$ cat config.mk
export PLATFORM = sky130hd
export DESIGN_NAME = cmp_collector_flat
export DESIGN_NICKNAME = d
export VERILOG_FILES = /design/src/rtl/cmp_collector_if.sv /design/src/rtl/cmp_collector.sv /design/src/flat_wrapper.sv
export SDC_FILE = /design/constraint.sdc
export NUM_CORES = 1
export LEC_CHECK = 0
export ABC_AREA = 1
export BUFFER_PORTS_ARGS = -buffer_cell sky130_fd_sc_hd__clkbuf_2
export CAP_MARGIN = 20
export CORE_MARGIN = 5
export CORE_UTILIZATION = 46
export DETAILED_ROUTE_END_ITERATION = 10
export PLACE_DENSITY = 0.74
export SLEW_MARGIN = 20
export SYNTH_ARGS = -nofsm -noshare
export SYNTH_HDL_FRONTEND = slang
export SYNTH_SLANG_ARGS = --single-unit
$ cat constraint.sdc
create_clock -name clk -period 1.5 [get_ports clk]
set_clock_uncertainty 0.2 [all_clocks]
set_input_delay 0.3 -clock clk [delete_from_list [all_inputs] [get_ports clk]]
set_output_delay 0.3 -clock clk [all_outputs]
set_load 0.03 [all_outputs]
$ cat src/rtl/cmp_collector_if.sv
// Bundle of handshake, comparator and counter signals around cmp_collector.
// The collector plugs in through the slave modport; its environment uses master.
interface cmp_collector_if #(
    parameter int WIDTH = 5,
    parameter int CNT_W = 8
);
    logic             in_valid;
    logic             in_ready;
    logic [WIDTH-1:0] in_a;
    logic [WIDTH-1:0] in_b;
    logic [WIDTH-1:0] cmp_a;
    logic [WIDTH-1:0] cmp_b;
    logic             cmp_diff;
    logic             out_valid;
    logic             out_ready;
    logic             out_equal;
    logic [WIDTH-1:0] out_mask;
    logic             clear_counts;
    logic [CNT_W-1:0] eq_count;
    logic [CNT_W-1:0] ne_count;

    modport master (
        output in_valid, in_a, in_b, cmp_diff, out_ready, clear_counts,
        input  in_ready, cmp_a, cmp_b, out_valid, out_equal, out_mask,
               eq_count, ne_count
    );

    modport slave (
        input  in_valid, in_a, in_b, cmp_diff, out_ready, clear_counts,
        output in_ready, cmp_a, cmp_b, out_valid, out_equal, out_mask,
               eq_count, ne_count
    );
endinterface

$ cat src/rtl/cmp_collector.sv
// Sequences operand pairs into the XOR equality comparator, samples its
// difference flag after one settle cycle and returns one result per pair.
module cmp_collector #(
    parameter int WIDTH = 5,
    parameter int CNT_W = 8
) (
    input logic           clk,
    input logic           reset,
    cmp_collector_if.slave bus
);
    typedef enum logic [1:0] {IDLE, DRIVE, SAMPLE, HOLD} state_t;

    localparam logic [CNT_W-1:0] CNT_MAX = '1;

    state_t           state;
    state_t           state_next;
    logic             accept;
    logic             sample;
    logic [WIDTH-1:0] a_reg;
    logic [WIDTH-1:0] b_reg;
    logic [WIDTH-1:0] mask_reg;
    logic [WIDTH-1:0] out_mask_reg;
    logic             out_equal_reg;
    logic [CNT_W-1:0] eq_cnt;
    logic [CNT_W-1:0] ne_cnt;

    always_ff @(posedge clk) begin
        if (reset) begin
            state <= IDLE;
        end else begin
            state <= state_next;
        end
    end

    // DRIVE exists only to give the comparator a full cycle to settle on the new operands.
    always_comb begin
        state_next = state;
        accept     = 1'b0;
        sample     = 1'b0;
        case (state)
            IDLE: begin
                if (bus.in_valid) begin
                    accept     = 1'b1;
                    state_next = DRIVE;
                end
            end
            DRIVE: begin
                state_next = SAMPLE;
            end
            SAMPLE: begin
                sample     = 1'b1;
                state_next = HOLD;
            end
            HOLD: begin
                if (bus.out_ready) begin
                    state_next = IDLE;
                end
            end
            default: begin
                state_next = IDLE;
            end
        endcase
    end

    always_ff @(posedge clk) begin
        if (reset) begin
            a_reg    <= '0;
            b_reg    <= '0;
            mask_reg <= '0;
        end else if (accept) begin
            a_reg    <= bus.in_a;
            b_reg    <= bus.in_b;
            mask_reg <= bus.in_a ^ bus.in_b;
        end
    end

    always_ff @(posedge clk) begin
        if (reset) begin
            out_equal_reg <= 1'b0;
            out_mask_reg  <= '0;
        end else if (sample) begin
            out_equal_reg <= ~bus.cmp_diff;
            out_mask_reg  <= mask_reg;
        end
    end

    // Clear beats a same-edge increment, so the sample coinciding with a clear is not counted.
    always_ff @(posedge clk) begin
        if (reset) begin
            eq_cnt <= '0;
            ne_cnt <= '0;
        end else if (bus.clear_counts) begin
            eq_cnt <= '0;
            ne_cnt <= '0;
        end else if (sample) begin
            if (!bus.cmp_diff) begin
                if (eq_cnt != CNT_MAX) begin
                    eq_cnt <= eq_cnt + 1'b1;
                end
            end else begin
                if (ne_cnt != CNT_MAX) begin
                    ne_cnt <= ne_cnt + 1'b1;
                end
            end
        end
    end

    assign bus.in_ready  = (state == IDLE);
    assign bus.out_valid = (state == HOLD);
    assign bus.cmp_a     = a_reg;
    assign bus.cmp_b     = b_reg;
    assign bus.out_equal = out_equal_reg;
    assign bus.out_mask  = out_mask_reg;
    assign bus.eq_count  = eq_cnt;
    assign bus.ne_count  = ne_cnt;
endmodule

$ cat src/flat_wrapper.sv
// flat-port wrapper written by rule: the top's interface ports become plain ports
module cmp_collector_flat 
#(
    parameter int WIDTH = 5,
    parameter int CNT_W = 8
)
  (clk, reset, bus_in_valid, bus_in_a, bus_in_b, bus_cmp_diff, bus_out_ready, bus_clear_counts, bus_in_ready, bus_cmp_a, bus_cmp_b, bus_out_valid, bus_out_equal, bus_out_mask, bus_eq_count, bus_ne_count);
  cmp_collector_if #(.WIDTH(WIDTH), .CNT_W(CNT_W)) bus_i ();
  input logic clk;
  input logic reset;
  input wire logic [$bits(bus_i.in_valid)-1:0] bus_in_valid;
  input wire logic [$bits(bus_i.in_a)-1:0] bus_in_a;
  input wire logic [$bits(bus_i.in_b)-1:0] bus_in_b;
  input wire logic [$bits(bus_i.cmp_diff)-1:0] bus_cmp_diff;
  input wire logic [$bits(bus_i.out_ready)-1:0] bus_out_ready;
  input wire logic [$bits(bus_i.clear_counts)-1:0] bus_clear_counts;
  output wire logic [$bits(bus_i.in_ready)-1:0] bus_in_ready;
  output wire logic [$bits(bus_i.cmp_a)-1:0] bus_cmp_a;
  output wire logic [$bits(bus_i.cmp_b)-1:0] bus_cmp_b;
  output wire logic [$bits(bus_i.out_valid)-1:0] bus_out_valid;
  output wire logic [$bits(bus_i.out_equal)-1:0] bus_out_equal;
  output wire logic [$bits(bus_i.out_mask)-1:0] bus_out_mask;
  output wire logic [$bits(bus_i.eq_count)-1:0] bus_eq_count;
  output wire logic [$bits(bus_i.ne_count)-1:0] bus_ne_count;
  assign bus_i.in_valid = bus_in_valid;
  assign bus_i.in_a = bus_in_a;
  assign bus_i.in_b = bus_in_b;
  assign bus_i.cmp_diff = bus_cmp_diff;
  assign bus_i.out_ready = bus_out_ready;
  assign bus_i.clear_counts = bus_clear_counts;
  assign bus_in_ready = bus_i.in_ready;
  assign bus_cmp_a = bus_i.cmp_a;
  assign bus_cmp_b = bus_i.cmp_b;
  assign bus_out_valid = bus_i.out_valid;
  assign bus_out_equal = bus_i.out_equal;
  assign bus_out_mask = bus_i.out_mask;
  assign bus_eq_count = bus_i.eq_count;
  assign bus_ne_count = bus_i.ne_count;
  cmp_collector #(.WIDTH(WIDTH), .CNT_W(CNT_W)) u_core (.clk(clk), .reset(reset), .bus(bus_i));
endmodule
* Yosys cells after proc, flatten, opt, wreduce, memory -nomap -nowiden
Cells that the tools add are included.
** Word-level totals
- Output and inout port bits :: 34
- Bits of input ports :: 16
- Bits in registers :: 39
** Operators by class
- Bitwise operators :: 2
- Reductions and logical operators :: 5
- Add/subtract/negate cells :: 2
- Mux-type cells :: 6
- Eq/ne operators :: 7
** Operators by type and width (count)
- $add 8x1->8 const B :: 2
- $ne 8x8->1 const B :: 2
- $pmux 2 s4 :: 1
- $reduce_and 3->1 :: 2
- $xor 5x5->5 :: 1
- $eq 2x2->1 const B :: 2
- $mux 2 :: 2
- $ne 2x2->1 const B :: 2
- $mux 1 :: 3
- $eq 2x1->1 const B :: 1
- $logic_not 2->1 :: 1
- $reduce_and 2->1 :: 1
- $reduce_or 2->1 :: 1
- $not 1->1 :: 1

* Logic depth before layout (Yosys ltp)
- Depth after elaboration :: 3
- Mapped depth :: 10
- Depth with buffers taken out :: 9

* Worst setup path after synthesis
Ideal clock, no wire load.
- Path kind :: register -> register
- Start :: reg u_core.ne_cnt[1] (netlist: u_core.bus.ne_count[1])
- End :: reg u_core.ne_cnt[0] (netlist: u_core.bus.ne_count[0])
- Stages on the path, launching flop included :: 9
- Clock period less this slack :: 1652 ps
- Data required time :: 1187 ps
- Slack :: -152 ps
- Data arrival time :: 1339 ps
- Cell sequence :: dfxtp_1 ha_1 nand2_1 nor2_2 nand2_2 nand3_2 nand2_1 inv_1 nor2_1
** On the way
- Cells in the longest elaborated chain, start to end :: 2
** RTL lines
- start, declared :: RTL line cmp_collector.sv:25 : logic [CNT_W-1:0] ne_cnt;
- start signal, assigned :: RTL line cmp_collector.sv:102 : ne_cnt <= ne_cnt + 1'b1;
- $ne 8x8->1 :: RTL line cmp_collector.sv:101 : if (ne_cnt != CNT_MAX) begin
- $reduce_and 3->1 (no line)
No other way between the ends.
A chain may end at the register's enable or synchronous reset.

* Worst setup path after layout
- Start :: reg u_core.state[0]
- End :: out bus_in_ready
** On the way
- Cells in the longest elaborated chain, start to end :: 1
** RTL lines
- start, declared :: RTL line cmp_collector.sv:15 : state_t state;
- start signal, assigned :: RTL line cmp_collector.sv:31 : state <= state_next;
- $logic_not 2->1 :: RTL line cmp_collector.sv:108 : assign bus.in_ready = (state == IDLE);
- end, declared :: RTL line flat_wrapper.sv:17 : output wire logic [$bits(bus_i.in_ready)-1:0] bus_in_ready;
No other way between the ends.

==> summary.md <==
| Metric | Value |
|---|---|
| Outcome | `complete, but fails checks` |
| Failing checks | `negative setup slack` |
| Combinational family with the most area after synthesis | `simple AND/OR/NAND/NOR gates` |
| # fillers | `between 300 and 400` |
| Critical Path Source Type | `flip-flop` |
| Post-synthesis register bit count | `39` |
| Busiest layer in global routing | `met2` |
| Congestion Overflow GR | `0` |
| Syn nets | `272` |
| First-pass GRT wire length | `between 6000 and 7000 um` |
| Slew Limit Headroom | `between 80% and 90%` |
| FP Rows | `22` |
| Worst hold slack | `between 0.05 and 0.06 ns` |
| Worst-Margin Slew | `approximately 0.30 ns` |
| ANT cells | `0` |
| Port Buf Inserts | `between 40 and 50` |
| Final Wtd Congestion | `around 0.76` |
| Synth Area in Compound Gates | `14.60%` |
| Clock slew at reported path FFs | `about 0.080 ns` |
| DIE HEIGHT | `~73 um` |
| Crit path kind | `reg -> out` |
| DR vias | `around 1700` |
| M2 GR Usage | `a little over a quarter` |
| Minimum clock period | `1.576 ns` |
| Hold Crit Class | `in -> reg` |
| Max-slew violation count | `0` |
| CTS tree | `done` |
| Initial antenna violation count | `0` |
| M1 GR Usage | `20.19%` |
| Synth Area in Adders | `about 3.5%` |
| Area growth from synthesis to final layout | `37.16%` |
| Root buffer cell | `clkbuf_8` |
| Switching power | `approximately 1.4 mW` |
| Clock latency on the worst-skew pair | `roughly 0.3 ns` |
| Synth Cell Area | `between 1500 and 2000 um^2` |
| Routed Wire Length | `around 4200 um` |
| H-tree lvl count | `2` |
| Largest net degree at the start of global routing | `16` |
| CTS sink cnt | `39` |
| Die width | `between 70 and 80 um` |
| Starting Density | `~48%` |
| # placed instances | `352` |
| DR vias/cell | `4.837` |
| Comb pwr share | `between 30% and 40%` |
| Max VDD drop | `747.7 uV` |
| IO Pins | `50` |
| Simple-gate share of the synthesized area | `29.83%` |
| Worst EP arrival | `around 1.1 ns` |
| Reg power frac | `a little over a third` |
| Syn_area_per_cell | `between 7 and 8 um^2` |
| Total Routing Usage GR | `16.80%` |
| Share of layout cells above drive strength 1 | `between 30% and 40%` |
| Post-synthesis mux area share | `0%` |
| Fraction of power spent switching nets | `about 38%` |
| Max cap viols | `0` |
| First drt pass iteration count | `4` |
| Post-DRT Antenna Nets | `0` |
| Post-Syn Instances | `around 250` |
| DRC viols | `0` |
| Top_reg_cell synth | `dfxtp_1` |
| Number of buffers created by CTS | `5` |
| Clock group share of total power | `about a quarter` |
| PD cells | `between 1000 and 1500 nW/um^2` |
| CP max FO | `3` |
| Initial DRC count | `slightly above 70` |
| Final-report hold violation count | `0` |
| Fmax | `between 600 and 700 MHz` |
| Asr flop ratio synth | `0%` |
| DIE AREA | `5284 um^2` |
| XOR/XNOR share of the synthesized area | `less than 1%` |
| Count of final setup violators | `4` |
| Nets | `333` |
| Post-synth EDFFs | `0` |
| Setup TNS | `-0.1821 ns` |
| Unrepaired setup endpoints after global routing | `yes` |
| Tcrit/Tclk final | `105.1%` |
| Seq/Total Area, Yosys | `43.18%` |
| HPWL Detailed | `slightly above 3000 um` |
| Worst Slack Setup Final | `-0.07624 ns` |
| Int Pwr | `between 2 and 2.5 mW` |
| Critical path required time | `1.00 ns` |
| Number of global-route vias before repair | `approximately 1600` |
| Cell leakage power | `around 1.1 nW` |
| Post-route insts no fill | `361` |
| GRT met3 Usage | `between 6 and 7%` |
| Nature of the critical path endpoint | `output pin` |
| Average wire per standard cell | `between 10 and 15 um` |
| Synth warn | `0` |
| Max Buffers Root-to-Sink | `2` |
| Core Region | `around 3700 um^2` |
| Synth unique cells | `28` |
[final timing paths]
path / endpoint / slack, ns / cells after the start / start
setup / recovery: bus_in_ready / -0.08 / 4 / u_core.state[0]
hold / removal: u_core.bus.cmp_b[4] / 0.05 / 3 / bus_in_b[4]
setup reg to reg: u_core.mask_reg[4] / -0.06 / 9 / u_core.state[0]
hold reg to reg: u_core.bus.cmp_a[3] / 0.26 / 2 / u_core.bus.cmp_a[3]
[placed cells by master (no fill, tap or decap), drive strengths merged]
cell    Yosys  routed
bufinv      0       1
o21ai      15      15
dfxtp      39      39
buf         4      14
o21a        3       3
nand3      14      14
clkbuf      2      51
o22ai       1       1
nand2      74      74
a21oi      23      23
o21bai      2       2
a31oi       3       3
inv        28      28
xor2        2       2
ha          5       5
nor3        1       1
nor2       34      34
clkinv      1       3
[Yosys cell counts (all sizes together), types with 2 or more instances]
master | count | area share [%]
inv | 28 | 6.0
nand3 | 14 | 4.2
o21ai | 15 | 4.2
ha | 5 | 3.5
a31oi | 3 | 1.0
xor2 | 2 | 0.97
buf | 4 | 1.4
a21oi | 23 | 7.0
o21bai | 2 | 0.83
nor2 | 34 | 9.1
nand2 | 74 | 16
clkbuf | 2 | 0.42
dfxtp | 39 | 43
o21a | 3 | 1.2
[metrics by stage]
step / util, % / total power, mW / instance area [um^2] / worst slack, ns
2_1_floorplan: - / 2.157 / 1841 / 0.002900
3_3_place_gp: 58.79 / 2.507 / 2201 / 0.02529
3_5_place_dp: 58.79 / 2.531 / 2201 / -0.01519
4_1_cts: 62.97 / 3.517 / 2357 / -0.1050
5_1_grt: 66.24 / 3.849 / 2480 / -0.1068
6_report: 66.24 / 3.608 / 2480 / -0.07624
[critical path: stages (launching register included)]
cell,delay [ns]
dfxtp_2,0.34
inv_2,0.04
buf_6,0.11
ha_4,0.16
buf_8,0.13
[area by class of cell]
type	count	area [um^2]	area share, %
Multi-Input combinational cell	177	1017	41.02
Tap cell	48	60.06	2.422
Sequential cell	39	793.3	31.99
Timing Repair Buffer	60	375.4	15.14
Clock inverter	3	43.79	1.766
Clock buffer	5	68.82	2.775
Inverter	29	121.4	4.894
[power by group through the flow]
stage | Clock [mW] | Combinational (mW) | Sequential (mW)
floorplan | 0 | 0.656 | 1.50
CTS | 0.910 | 1.32 | 1.29
detailed placement | 0 | 1.22 | 1.31
finish | 0.883 | 1.43 | 1.30
global placement | 0 | 1.20 | 1.30
global route | 0.959 | 1.57 | 1.32
[logic make-up (layout without fill, tap and decap cells)]
logic type / Yosys count / in the layout
xor+xnor: 2 / 2
compound gates: 47 / 47
buf+inv: 35 / 97
fa+ha+maj: 5 / 5
simple gates: 123 / 123
flops: 39 / 39
[routing by layer]
metal	part of all wire (%)	wire length, um	vias up
met5	0	0	-
met3	6.5	274	6
met2	47	1987	40
met1	45	1901	776
li1	-	-	924
met4	1.4	58	0
[repair_timing]
item,4_1_cts,5_1_grt
setup endpoints to repair,11,34
gates resized for setup,12,39
pin swaps,2,3
setup buffers,1,0
hold buffers,0,0
No activity file was read; power rests on OpenSTA's default activity.
